<file path="config.mk">
export PLATFORM = sky130hd
export DESIGN_NAME = wave_seq_ctrl
export DESIGN_NICKNAME = d
export VERILOG_FILES = /design/src/rtl/wave_pkg.sv /design/src/rtl/wave_seg_table.sv /design/src/rtl/wave_seq_ctrl.sv
export SDC_FILE = /design/constraint.sdc
export NUM_CORES = 1
export LEC_CHECK = 0
export BUFFER_PORTS_ARGS = -buffer_cell sky130_fd_sc_hd__buf_4
export CAP_MARGIN = 20
export CORE_ASPECT_RATIO = 0.7
export CORE_UTILIZATION = 50
export DETAILED_ROUTE_END_ITERATION = 10
export GPL_ROUTABILITY_DRIVEN = 1
export PLACE_DENSITY = 0.74
export SLEW_MARGIN = 0
export SYNTH_ARGS = -nofsm -noshare
export SYNTH_HDL_FRONTEND = slang
export SYNTH_SLANG_ARGS = --single-unit
</file>
<file path="constraint.sdc">
create_clock -name i_clk -period 6.89 [get_ports i_clk]
set_input_delay 1.378 -clock i_clk [delete_from_list [all_inputs] [get_ports i_clk]]
set_output_delay 1.378 -clock i_clk [all_outputs]
set_load 0.005 [all_outputs]
</file>
<file path="src/rtl/wave_pkg.sv">
// wave_pkg: shared definitions for the waveform segment sequencer.
//   - default widths for the rate/delay value, the segment duration and the
//     segment table depth
//   - sequencer FSM state encoding
//   - segment record layout (rate, gain, dur, last) at the default widths
package wave_pkg;

   localparam int COUNT_DEF = 16;
   localparam int DUR_W_DEF = 16;
   localparam int NSEG_DEF  = 4;

   typedef enum logic [1:0] {
      ST_IDLE = 2'd0,
      ST_LOAD = 2'd1,
      ST_RUN  = 2'd2,
      ST_DONE = 2'd3
   } state_t;

   typedef struct packed {
      logic [COUNT_DEF-1:0] rate;
      logic [1:0]           gain;
      logic [DUR_W_DEF-1:0] dur;
      logic                 last;
   } seg_t;

endpackage

</file>
<file path="src/rtl/wave_seg_table.sv">
// wave_seg_table: NSEG-entry segment table.
//   Synchronous write port (i_we/i_waddr/i_w*), asynchronous read port
//   (i_raddr -> o_r*). Asynchronous active-high reset clears every entry.
//   i_clk, i_rst          : clock, async reset
//   i_we, i_waddr, i_w*   : write strobe, entry index, entry fields
//   i_raddr, o_r*         : read index, entry fields of that index
module wave_seg_table
   import wave_pkg::*;
#(
   parameter int COUNT = COUNT_DEF,
   parameter int DUR_W = DUR_W_DEF,
   parameter int NSEG  = NSEG_DEF
) (
   input  logic                    i_clk,
   input  logic                    i_rst,
   input  logic                    i_we,
   input  logic [$clog2(NSEG)-1:0] i_waddr,
   input  logic [COUNT-1:0]        i_wrate,
   input  logic [1:0]              i_wgain,
   input  logic [DUR_W-1:0]        i_wdur,
   input  logic                    i_wlast,
   input  logic [$clog2(NSEG)-1:0] i_raddr,
   output logic [COUNT-1:0]        o_rrate,
   output logic [1:0]              o_rgain,
   output logic [DUR_W-1:0]        o_rdur,
   output logic                    o_rlast
);

   logic [COUNT-1:0] rate_q [NSEG];
   logic [1:0]       gain_q [NSEG];
   logic [DUR_W-1:0] dur_q  [NSEG];
   logic             last_q [NSEG];

   always_ff @(posedge i_clk or posedge i_rst) begin
      if (i_rst) begin
         for (int i = 0; i < NSEG; i++) begin
            rate_q[i] <= '0;
            gain_q[i] <= '0;
            dur_q[i]  <= '0;
            last_q[i] <= 1'b0;
         end
      end else if (i_we) begin
         rate_q[i_waddr] <= i_wrate;
         gain_q[i_waddr] <= i_wgain;
         dur_q[i_waddr]  <= i_wdur;
         last_q[i_waddr] <= i_wlast;
      end
   end

   assign o_rrate = rate_q[i_raddr];
   assign o_rgain = gain_q[i_raddr];
   assign o_rdur  = dur_q[i_raddr];
   assign o_rlast = last_q[i_raddr];

endmodule

</file>
<file path="src/rtl/wave_seq_ctrl.sv">
// wave_seq_ctrl: steps a waveform generator through a table of segments.
//   Each segment is one LOAD cycle (rate/gain registered onto the generator
//   controls) followed by max(dur,1) RUN cycles with the generator enabled.
//   Ports:
//   i_clk, i_rst                        : clock, async active-high reset
//   i_cfg_we/addr/rate/gain/dur/last    : segment table write (idle only)
//   i_start, i_abort, i_loop            : sequence control
//   o_count_delay, o_sel_gain, o_gen_en : generator controls
//   o_seg_idx, o_busy, o_done           : sequence status
//   o_cfg_err                           : pulse when a write was dropped
module wave_seq_ctrl
   import wave_pkg::*;
#(
   parameter int COUNT = COUNT_DEF,
   parameter int DUR_W = DUR_W_DEF,
   parameter int NSEG  = NSEG_DEF
) (
   input  logic                    i_clk,
   input  logic                    i_rst,
   input  logic                    i_cfg_we,
   input  logic [$clog2(NSEG)-1:0] i_cfg_addr,
   input  logic [COUNT-1:0]        i_cfg_rate,
   input  logic [1:0]              i_cfg_gain,
   input  logic [DUR_W-1:0]        i_cfg_dur,
   input  logic                    i_cfg_last,
   input  logic                    i_start,
   input  logic                    i_abort,
   input  logic                    i_loop,
   output logic [COUNT-1:0]        o_count_delay,
   output logic [1:0]              o_sel_gain,
   output logic                    o_gen_en,
   output logic [$clog2(NSEG)-1:0] o_seg_idx,
   output logic                    o_busy,
   output logic                    o_done,
   output logic                    o_cfg_err
);

   localparam int AW = $clog2(NSEG);
   localparam logic [AW-1:0] IDX_LAST = AW'(NSEG - 1);

   state_t           state_q;
   logic [AW-1:0]    idx_q;
   logic [DUR_W-1:0] dur_cnt_q;
   logic [COUNT-1:0] count_delay_q;
   logic [1:0]       sel_gain_q;
   logic             cfg_err_q;
   logic             busy;

   logic [COUNT-1:0] rd_rate;
   logic [1:0]       rd_gain;
   logic [DUR_W-1:0] rd_dur;
   logic             rd_last;

   assign busy = (state_q != ST_IDLE);

   // Writes are only accepted while idle so a running sequence never sees
   // its table change underneath it.
   wave_seg_table #(
      .COUNT (COUNT),
      .DUR_W (DUR_W),
      .NSEG  (NSEG)
   ) u_table (
      .i_clk   (i_clk),
      .i_rst   (i_rst),
      .i_we    (i_cfg_we && !busy),
      .i_waddr (i_cfg_addr),
      .i_wrate (i_cfg_rate),
      .i_wgain (i_cfg_gain),
      .i_wdur  (i_cfg_dur),
      .i_wlast (i_cfg_last),
      .i_raddr (idx_q),
      .o_rrate (rd_rate),
      .o_rgain (rd_gain),
      .o_rdur  (rd_dur),
      .o_rlast (rd_last)
   );

   always_ff @(posedge i_clk or posedge i_rst) begin
      if (i_rst) begin
         state_q       <= ST_IDLE;
         idx_q         <= '0;
         dur_cnt_q     <= '0;
         count_delay_q <= '0;
         sel_gain_q    <= '0;
         cfg_err_q     <= 1'b0;
      end else begin
         cfg_err_q <= i_cfg_we && busy;
         case (state_q)
            ST_IDLE: begin
               if (i_start && !i_abort) begin
                  state_q <= ST_LOAD;
                  idx_q   <= '0;
               end
            end
            ST_LOAD: begin
               if (i_abort) begin
                  state_q <= ST_IDLE;
               end else begin
                  count_delay_q <= rd_rate;
                  sel_gain_q    <= rd_gain;
                  // A zero duration still gives one enabled cycle.
                  dur_cnt_q     <= (rd_dur == '0) ? DUR_W'(1) : rd_dur;
                  state_q       <= ST_RUN;
               end
            end
            ST_RUN: begin
               if (i_abort) begin
                  state_q <= ST_IDLE;
               end else begin
                  dur_cnt_q <= dur_cnt_q - DUR_W'(1);
                  if (dur_cnt_q == DUR_W'(1)) begin
                     // End of segment: advance, wrap on loop, or finish.
                     if (!rd_last && (idx_q != IDX_LAST)) begin
                        idx_q   <= idx_q + AW'(1);
                        state_q <= ST_LOAD;
                     end else if (i_loop) begin
                        idx_q   <= '0;
                        state_q <= ST_LOAD;
                     end else begin
                        state_q <= ST_DONE;
                     end
                  end
               end
            end
            ST_DONE: begin
               state_q <= ST_IDLE;
            end
            default: begin
               state_q <= ST_IDLE;
            end
         endcase
      end
   end

   assign o_count_delay = count_delay_q;
   assign o_sel_gain    = sel_gain_q;
   assign o_gen_en      = (state_q == ST_RUN);
   assign o_seg_idx     = idx_q;
   assign o_busy        = busy;
   assign o_done        = (state_q == ST_DONE);
   assign o_cfg_err     = cfg_err_q;

endmodule

</file>
==> impl_metrics.ini, run 1 <==
[outcome]
status = finished clean

[power]
p_sw_frac = 0.2697
p_sw_uw = 876.6
p_clk_frac = 0.298
power.density_nw_per_um2 = 344.6
peakVddDrop_mv = 0.1771
power.internal_mw = 2.374
seqPwrFrac = 0.478
p_leak_nw = 3.980
combPwrFrac = 0.224

[setup_path]
cp-start-kind = register
cp_max_fo = 20
worst-setup-path-type = reg2out
worstPathArrival_ps = 2420
critical_path.endpoint_type = primary output
slowest_stage = dfrtp_1
r2r_end = o_count_delay[11]
crit_required_ps = 5510
cp_cell_sequence = nand2b_1 > inv_1 > buf_4
slowest_delay_ps = 620
r2r_start = state_q[0]
ff2ff_setup_slack_ps = 3830
worst-r2r-cell-count = 5

[yosys]
yosysMostFrequentCell = dfrtp_1
synthSimpleGateAreaFrac = 0.05156
synthTopCellsByArea = dfrtp_1 55%, mux2_2 22%, mux4_2 6.4%, mux4_1 3.9%, buf_2 1.0%
synthXorXnorAreaFrac = 0
syn_area_um2 = 8154
seq_area_frac_synth = 0.5493
synth-edff-count = 0
yosys_register_bits = 179
avgSynthCellArea_um2 = 14.83
async_reset_ff_frac = 1.000
netlist_instances = 550
syn_nets = 596
yosys.area.top_type = dfrtp_1
synth_top_family_by_area = multiplexers
synthAdderAreaFrac = 0.004603
synth-compound-area-share = 0.04695
netlist_top_cells_count = 179 x dfrtp_1, 160 x mux2_2, 23 x mux4_2, 20 x nor2_1
synthFlopType = dfrtp_1
synth_top_area_share = 0.5493
ys_warn_count = 0
muxShareOfSynthArea = 0.3232
yosysUniqueCellTypes = 52

[floorplanning]
std_cell_rows = 38
start_util = 0.5197
dieArea_um2 = 16830
core_area_um2 = 15690
io-pin-count = 67
fp.dieW_um = 154.6
die_y_um = 108.8

[global_routing]
grt_pass1_vias = 5128
track_usage = 0.2227
gr-usage-met2 = 0.3416
grt.met3_usage = 0.06041
grt_overflow_total = 0
top_usage_layer = met2
antenna_found_initial = 0
grt_pass1_wl_mm = 28.01
met1_usage = 0.3157
grt_max_degree = 134

[detailed_routing]
dr_total_vias = 4890
wl_per_cell_um = 21.05
antenna_left = 0
wl_mm = 17.37
drc = 0
dr.first_iter.drc_count = 344
vias_per_cell = 5.927
dr.pass1.iters = 5

[timing]
finalMaxSlewViolations = 0
period_needed_ps = 3797
fmax_ghz = 0.2634
worst_pin_slew_ps = 710.1
worst_clock_skew_ps = 8.036
worst_slack_ps = 3093
setup_tns_ps = 0
period_share = 0.5511
setup_viol = 0
hold_viol_final = 0
rsz0062_at_grt = no
maxSlewHeadroom = 0.5266

[clock_tree]
clkLatencyLatePin_ps = 420
ctsLongestPathBuffers = 2
post_cts_buffers = 0
numClockSinks = 179
clk_pin_slew_ps = 60
ctsHoldBuffers = 0
htree_levels = 4
ctsResizeCount = 0
cts_tree = yes
cts-root-buf = clkbuf_16
numCtsBuffers = 17

[layout]
syn2layout_area_growth_pct = 15.68
fin_util = 0.6012
final_net_count = 660
fill_cells = 1198
diodes = 0
drive_gt1_frac = 0.4816

[placed_design]
dpl_worst_slack_ps = 3605
portBuffers = 66
globalplace.congestion = 0.8859
dp_hpwl_mm = 10.93

[hold_path]
hold_path_end = u_table.dur_q[2]
holdCritPathClass = reg2reg
hp-start = u_table.dur_q[2]
min_path_cells = 1

[flow_run]
cap_violations = 0
-- logic make-up (layout without fill, tap and decap cells) --
group	Yosys count	count (layout)
AND/OR/NAND/NOR	74	74
multiplexers	195	195
adder cells (fa/ha/maj)	3	3
buffers and inverters	41	116
flip-flops	179	179
AO/OA/AOI/OAI	58	58
-- layer usage --
layer / wire (um) / part of all wire
met3: 943 / 0.054
met2: 8062 / 0.46
met4: 187 / 0.011
met1: 8171 / 0.47
met5: 0 / 0
-- power by group through the flow --
stage          logic (mW)  registers, mW  clock network, mW
3_5_place_dp        0.728           1.57                  0
3_3_place_gp        0.701           1.54                  0
2_1_floorplan       0.508           1.51                  0
5_1_grt             0.793           1.60               1.03
6_report            0.728           1.55              0.968
4_1_cts             0.733           1.55              0.986
-- stage by stage --
| step | cells | hold slack (ps) | total power [mW] | area, um2 |
|---|---|---|---|---|
| floorplan | 550 | 470.8 | 2.016 | 8154 |
| global placement | 794 | 480.0 | 2.245 | 8825 |
| detailed placement | 794 | 488.8 | 2.299 | 8825 |
| CTS | 824 | 502.6 | 3.272 | 9405 |
| global route | 825 | 513.6 | 3.417 | 9433 |
| finish | 825 | 498.1 | 3.250 | 9433 |
-- cells in the final DEF (no fill, tap or decap), types with 2 or more instances in the layout --
cell type,Yosys,routed
a31oi_1,5,5
a21oi_1,14,14
nor2_1,20,19
ha_1,3,3
a22oi_1,2,2
a32oi_1,2,2
buf_4,0,74
nand2_1,17,17
o22a_1,2,2
inv_1,11,10
mux2_2,160,160
mux4_1,12,12
o211ai_1,4,4
dfrtp_2,0,2
nand3_1,2,2
o21ai_0,14,14
clkbuf_1,10,3
nor4_1,5,5
inv_6,0,3
a32o_1,3,3
o22ai_1,2,2
dfrtp_1,179,177
mux4_2,23,23
bufinv_16,0,3
nand4_1,2,2
nand2b_1,5,5
clkbuf_16,0,17
clkinv_2,0,3
nor3_1,7,7
-- registers in the layout, summed over array words and instances (netlist names) --
| register | count |
|---|---|
| o_seg_idx | 2 |
| dur_cnt_q | 16 |
| state_q | 2 |
| u_table.last_q | 4 |
| o_count_delay | 16 |
| u_table.rate_q | 64 |
| o_sel_gain | 2 |
| o_cfg_err | 1 |
| u_table.gain_q | 8 |
| u_table.dur_q | 64 |
-- worst max-delay path by stage --
| stage | start | end | depth (start not counted) |
|---|---|---|---|
| 6_report | state_q[0] | o_gen_en | 3 |
| 5_1_grt | state_q[0] | o_gen_en | 3 |
| 4_1_cts | state_q[0] | o_gen_en | 3 |
| 3_5_place_dp | state_q[0] | o_gen_en | 3 |
| 3_3_place_gp | state_q[0] | o_gen_en | 3 |
| 2_1_floorplan | i_rst | dur_cnt_q[0] | 1 |
-- critical path: cells and delay by family (launching register included) --
family	cells	cell delay, ps
buf+inv	2	790
flops	1	620
simple gates	1	580
-- layout make-up --
type / count / area [um2] / area share
clock buffer: 21 / 450.4 / 0.04775
inverter: 11 / 46.29 / 0.004908
tap: 200 / 250.2 / 0.02653
multi-input combinational: 330 / 3491 / 0.3701
sequential: 179 / 4482 / 0.4751
clock inverter: 9 / 130.1 / 0.01379
timing repair buffer: 75 / 583.1 / 0.06181
Power figures use the tool's default switching activity.
==> run 2: changes to the inputs <==
Settings changed: PLACE_DENSITY 0.74 to 0.76.
Clock period 6.89 ns to 3.2 ns, I/O delays scaled along.
==> run 2 against run 1 <==
  * Non-clock buffer count grew 5
  * Clock power grew 94%
  * Combinational power grew 110%
  * Flip-flop and latch count is the same
  * Global-route usage grew 0.50 points
  * Critical path depth is the same
  * First-iteration DRC count shrank 17%
  * Setup slack lost 2600 ps
  * Final cell count grew 0.61%
  * Sequential power grew 120%
  * Wire length grew 1.7%
  * Count of clock-buffer cells in the layout shrank 1
  * Largest power group unchanged
  * Highest routed layer unchanged
==> impl_metrics.ini, run 2 (synthesized netlist as in run 1, its figures left out) <==
[clock_tree]
cts-root-buf = clkbuf_16
post_cts_buffers = 0
clkLatencyLatePin_ps = 430
cts_tree = yes
ctsHoldBuffers = 0
numClockSinks = 179
ctsLongestPathBuffers = 2
htree_levels = 4
numCtsBuffers = 17
ctsResizeCount = 0
clk_pin_slew_ps = 60

[layout]
final_cell_mix = 177 x dfrtp_1, 160 x mux2_2, 79 x buf_4
drive_gt1_frac = 0.4873
final_area_um2 = 9403
diodes = 0
fin_util = 0.5993
fill_cells = 1190
top_regs = u_table.dur_q x64, u_table.rate_q x64
final_common_cell = dfrtp_1
syn2layout_area_growth_pct = 15.31
final_net_count = 665

[timing]
finalMaxSlewViolations = 0
maxSlewHeadroom = 0.4657
period_needed_ps = 2659
period_share = 0.8308
setup_tns_ps = 0
hold_viol_final = 0
rsz0062_at_grt = no
fmax_ghz = 0.3761
worst_pin_slew_ps = 801.4
setup_viol = 0
hold_ws_ps = 361.0
worst_clock_skew_ps = 13.14

[setup_path]
cp_max_fo = 16
crit_cells = 3
critical_path.endpoint_type = primary output
slowest_delay_ps = 640
cp_cell_sequence = nand2b_1 > inv_1 > buf_4
cp-start-kind = register
worst-r2r-cell-count = 6
cp_num_buf_inv = 2
r2r_start = o_seg_idx[1]
ff2ff_setup_slack_ps = 670
worst-setup-path-type = reg2out
crit_required_ps = 2560
r2r_end = dur_cnt_q[9]
slowest_stage = dfrtp_1
critPathTopFamily = flip-flops
worstPathArrival_ps = 2020

[detailed_routing]
dr_total_vias = 5015
wl_mm = 17.66
vias_per_cell = 6.042
drc = 0
dr.first_iter.drc_count = 284
wl_per_cell_um = 21.27
antenna_left = 0
dr.pass1.iters = 4

[placed_design]
dp_hpwl_mm = 11.57
globalplace.congestion = 0.9059
portBuffers = 66
dpl-instance-area_um2 = 8881

[global_routing]
track_usage = 0.2276
grt_pass1_vias = 5208
antenna_found_initial = 0
grt_max_degree = 116
grt_overflow_total = 0
grt_pass1_wl_mm = 28.53

[power]
peakVddDrop_mv = 0.3896
p_leak_nw = 3.972
power.density_nw_per_um2 = 723.5

[floorplanning]
dieArea_um2 = 16830
std_cell_rows = 38
fp.dieW_um = 154.6
start_util = 0.5197
io-pin-count = 67
core_area_um2 = 15690
die_y_um = 108.8

[flow_run]
cap_violations = 0

[hold_path]
holdCritPathClass = in2async

[outcome]
status = finished clean
-- run 2: power by group --
part / switching (mW) / internal (mW) / total (mW)
combinational: 0.610 / 0.947 / 1.56
clock: 0.863 / 1.01 / 1.88
sequential: 0.449 / 2.92 / 3.37
-- run 2: worst register-to-register path, delay by kind of cell (launching register included) --
| kind | cells | cell delay (ps) |
|---|---|---|
| muxes | 1 | 540 |
| and+or+nand+nor | 2 | 420 |
| AOI/OAI and AO/OA | 2 | 320 |
| DFF | 1 | 810 |
| buffers and inverters | 1 | 290 |
-- run 2: worst max-delay path by stage --
stage                   endpoint          from  slack (ps)
3_5_place_dp        dur_cnt_q[9]  o_seg_idx[1]         690
4_1_cts                 o_gen_en    state_q[1]         580
5_1_grt                 o_gen_en    state_q[1]         410
2_1_floorplan       dur_cnt_q[0]         i_rst         270
6_report                o_gen_en    state_q[1]         540
3_3_place_gp   o_count_delay[10]    state_q[1]         720
-- run 2: routing by layer --
metal / global-route usage / vias up / part of all wire
met5: 0 / - / 0
met4: 0.06577 / 0 / 0.010
met3: 0.06161 / 16 / 0.060
met2: 0.3387 / 148 / 0.45
met1: 0.3296 / 2641 / 0.47
li1: - / 2210 / -
-- run 2: cell type report --
| class | count | area [um2] | share of cell area |
|---|---|---|---|
| Sequential cell | 179 | 4482 | 0.4766 |
| Multi-Input combinational cell | 330 | 3491 | 0.3713 |
| Timing Repair Buffer | 80 | 613.1 | 0.06520 |
| Clock buffer | 20 | 446.7 | 0.04750 |
| Tap cell | 200 | 250.2 | 0.02661 |
| Clock inverter | 10 | 75.07 | 0.007984 |
| Inverter | 11 | 45.04 | 0.004790 |
-- run 2: metrics by stage --
step           total power, mW  setup slack (ps)  cells
2_1_floorplan            4.341             265.4    550
4_1_cts                  6.843             583.3    830
3_3_place_gp             4.862             724.9    800
3_5_place_dp             4.959             694.7    800
5_1_grt                  7.151             407.8    830
6_report                 6.803             541.4    830
==> run 3: changes to the inputs <==
Settings changed: ABC_AREA set to 1, PLACE_DENSITY 0.76 to 0.74.
Clock period 3.2 ns to 2.5 ns, I/O delays scaled along.
==> run 3 against run 2 <==
  * Die area up 0.47%
  * Largest power group unchanged
  * Sequential share of layout area down 0.55 points
  * Sequential power up 50%
  * Clock skew down 4.4 ps
  * Final cell count up 55%
  * Flip-flop and latch count unchanged
  * Via count up 38%
  * Register-to-register slack worse by 60 ps
  * Worst hold slack worse by 250 ps
  * Power up 72%
==> impl_metrics.ini, run 3 <==
[clock_tree]
ctsResizeCount = 0
clk_pin_slew_ps = 70
cts-root-buf = clkbuf_16
post_cts_buffers = 0
cts_tree = yes
clkLatencyLatePin_ps = 440
numCtsBuffers = 17
htree_levels = 4
ctsLongestPathBuffers = 2
numClockSinks = 179
ctsHoldBuffers = 0

[floorplanning]
io-pin-count = 67
fp.dieW_um = 155.0
core_area_um2 = 15740
std_cell_rows = 38
dieArea_um2 = 16910
start_util = 0.5206
die_y_um = 109.1

[detailed_routing]
drc = 0
antenna_left = 0
wl_per_cell_um = 15.33
wl_mm = 19.76
vias_per_cell = 5.371
dr_total_vias = 6923
dr.first_iter.drc_count = 585
dr.pass1.iters = 5

[yosys]
netlist_instances = 1012
netlist_top_cells_count = 321 x nand2_1, 184 x o21ai_0, 179 x dfrtp_1, 65 x nor2_1, 64 x inv_1
async_reset_ff_frac = 1.000
synthTopCellsByArea = dfrtp_1 55%, nand2_1 15%, o21ai_0 11%, nand3_1 3.6%, nor2_1 3.0%
syn_area_um2 = 8193
yosys_register_bits = 179
avgSynthCellArea_um2 = 8.096
yosysUniqueCellTypes = 32
seq_area_frac_synth = 0.5467
yosysMostFrequentCell = nand2_1
synth-edff-count = 0
yosys.area.top_type = dfrtp_1
syn_nets = 1058
ys_warn_count = 0
synthFlopType = dfrtp_1
synth_top_area_share = 0.5467

[power]
power.density_nw_per_um2 = 1232
combPwrFrac = 0.326
p_clk_frac = 0.241
p_leak_nw = 4.708
seqPwrFrac = 0.433
power.total_mw = 11.72
p_sw_mw = 4.303
power.internal_mw = 7.412
p_sw_frac = 0.3673
peakVddDrop_mv = 0.4997

[layout]
fill_cells = 1380
drive_gt1_frac = 0.1254
final_net_count = 1102
final_area_um2 = 9510
final_common_cell = nand2_1
fin_util = 0.6043
top_regs = u_table.dur_q x64, u_table.rate_q x64
diodes = 0
syn2layout_area_growth_pct = 16.08
final_cell_mix = 320 x nand2_1, 184 x o21ai_0, 178 x dfrtp_1

[timing]
period_needed_ps = 1987
setup_viol = 0
hold_ws_ps = 112.9
worst_clock_skew_ps = 8.780
finalMaxSlewViolations = 0
maxSlewHeadroom = 0.5469
worst_pin_slew_ps = 679.6
hold_viol_final = 0
fmax_ghz = 0.5034
rsz0062_at_grt = no
period_share = 0.7946

[placed_design]
dp_hpwl_mm = 12.29
dpl-instance-area_um2 = 8887
globalplace.congestion = 0.8372
portBuffers = 66

[setup_path]
ff2ff_setup_slack_ps = 610
cp_max_fo = 22
worstPathArrival_ps = 1490
critical_path.endpoint_type = primary output
worst-r2r-cell-count = 7
cp-start-kind = register
crit_required_ps = 2000
worst-setup-path-type = reg2out

[global_routing]
grt_pass1_vias = 6493
grt_overflow_total = 0
grt_pass1_wl_mm = 33.18
grt_max_degree = 74
track_usage = 0.2556
antenna_found_initial = 0

[flow_run]
cap_violations = 0

[outcome]
status = finished clean

[hold_path]
holdCritPathClass = in2async
==> run 3: changes by cell type after synthesis, moves of 18 or more <==
cell      change
inv_1        +53
nand3_1      +57
mux4_2       -23
nor2_1       +45
clkbuf_1     +22
o21ai_0     +170
nand2_1     +304
o22ai_1      +18
mux2_2      -160
==> run 3: final timing paths <==
check | from | end
max reg2reg | state_q[0] | u_table.gain_q[3]
max | state_q[1] | o_gen_en
max in group asynchronous | i_rst | u_table.dur_q[36]
min | i_rst | u_table.rate_q[13]
min reg2reg | o_count_delay[11] | o_count_delay[11]
min in group i_clk | i_cfg_we | o_cfg_err
==> run 3: area by class of cell <==
class	count	area, um2	area share
Inverter	72	276.5	0.02908
Clock inverter	12	166.4	0.01750
Sequential cell	179	4481	0.4711
Multi-Input combinational cell	703	3169	0.3332
Clock buffer	20	456.7	0.04802
Timing Repair Buffer	83	685.7	0.07210
Tap cell	220	275.3	0.02894
==> run 3: power groups by stage <==
stage | combinational [mW] | clock [mW] | sequential, mW
detailed placement | 3.79 | 0 | 5.07
finish | 3.82 | 2.83 | 5.07
global placement | 3.66 | 0 | 5.06
global route | 4.40 | 2.99 | 5.24
CTS | 3.82 | 2.87 | 5.05
floorplan | 2.77 | 0 | 4.91
==> run 3: kinds of logic (layout without fill, tap and decap cells) <==
family | count (synthesis) | in the layout | share of synthesized area
adders and majority gates | 3 | 3 | 0.004582
AOI/OAI and AO/OA | 234 | 234 | 0.1484
xor gates and xnor gates | 2 | 2 | 0.002138
DFF | 179 | 179 | 0.5467
buffers and inverters | 130 | 187 | 0.06674
and+or+nand+nor | 464 | 464 | 0.2314
==> run 3: critical path, stage by stage (launching register included) <==
cell     delay (ps)
dfrtp_1         450
inv_2            80
nor2_4          100
buf_4           260
buf_4           160
==> run 3: routing by layer <==
| metal | part of all wire | wire [um] | GRT usage | vias up |
|---|---|---|---|---|
| met5 | 0 | 0 | 0 | - |
| met4 | 0.0084 | 167 | 0.06223 | 0 |
| li1 | - | - | - | 3385 |
| met3 | 0.078 | 1535 | 0.06598 | 14 |
| met1 | 0.50 | 9836 | 0.3918 | 3286 |
| met2 | 0.42 | 8225 | 0.3575 | 238 |
==> run 3: per-stage QoR <==
stage | setup slack, ps | cells | TNS (ps)
after floorplan | -294.6 | 1012 | -52730
after global placement | 687.4 | 1257 | 0
after detailed placement | 651.1 | 1257 | 0
after CTS | 501.6 | 1289 | 0
after global routing | 383.0 | 1289 | 0
final | 513.5 | 1289 | 0
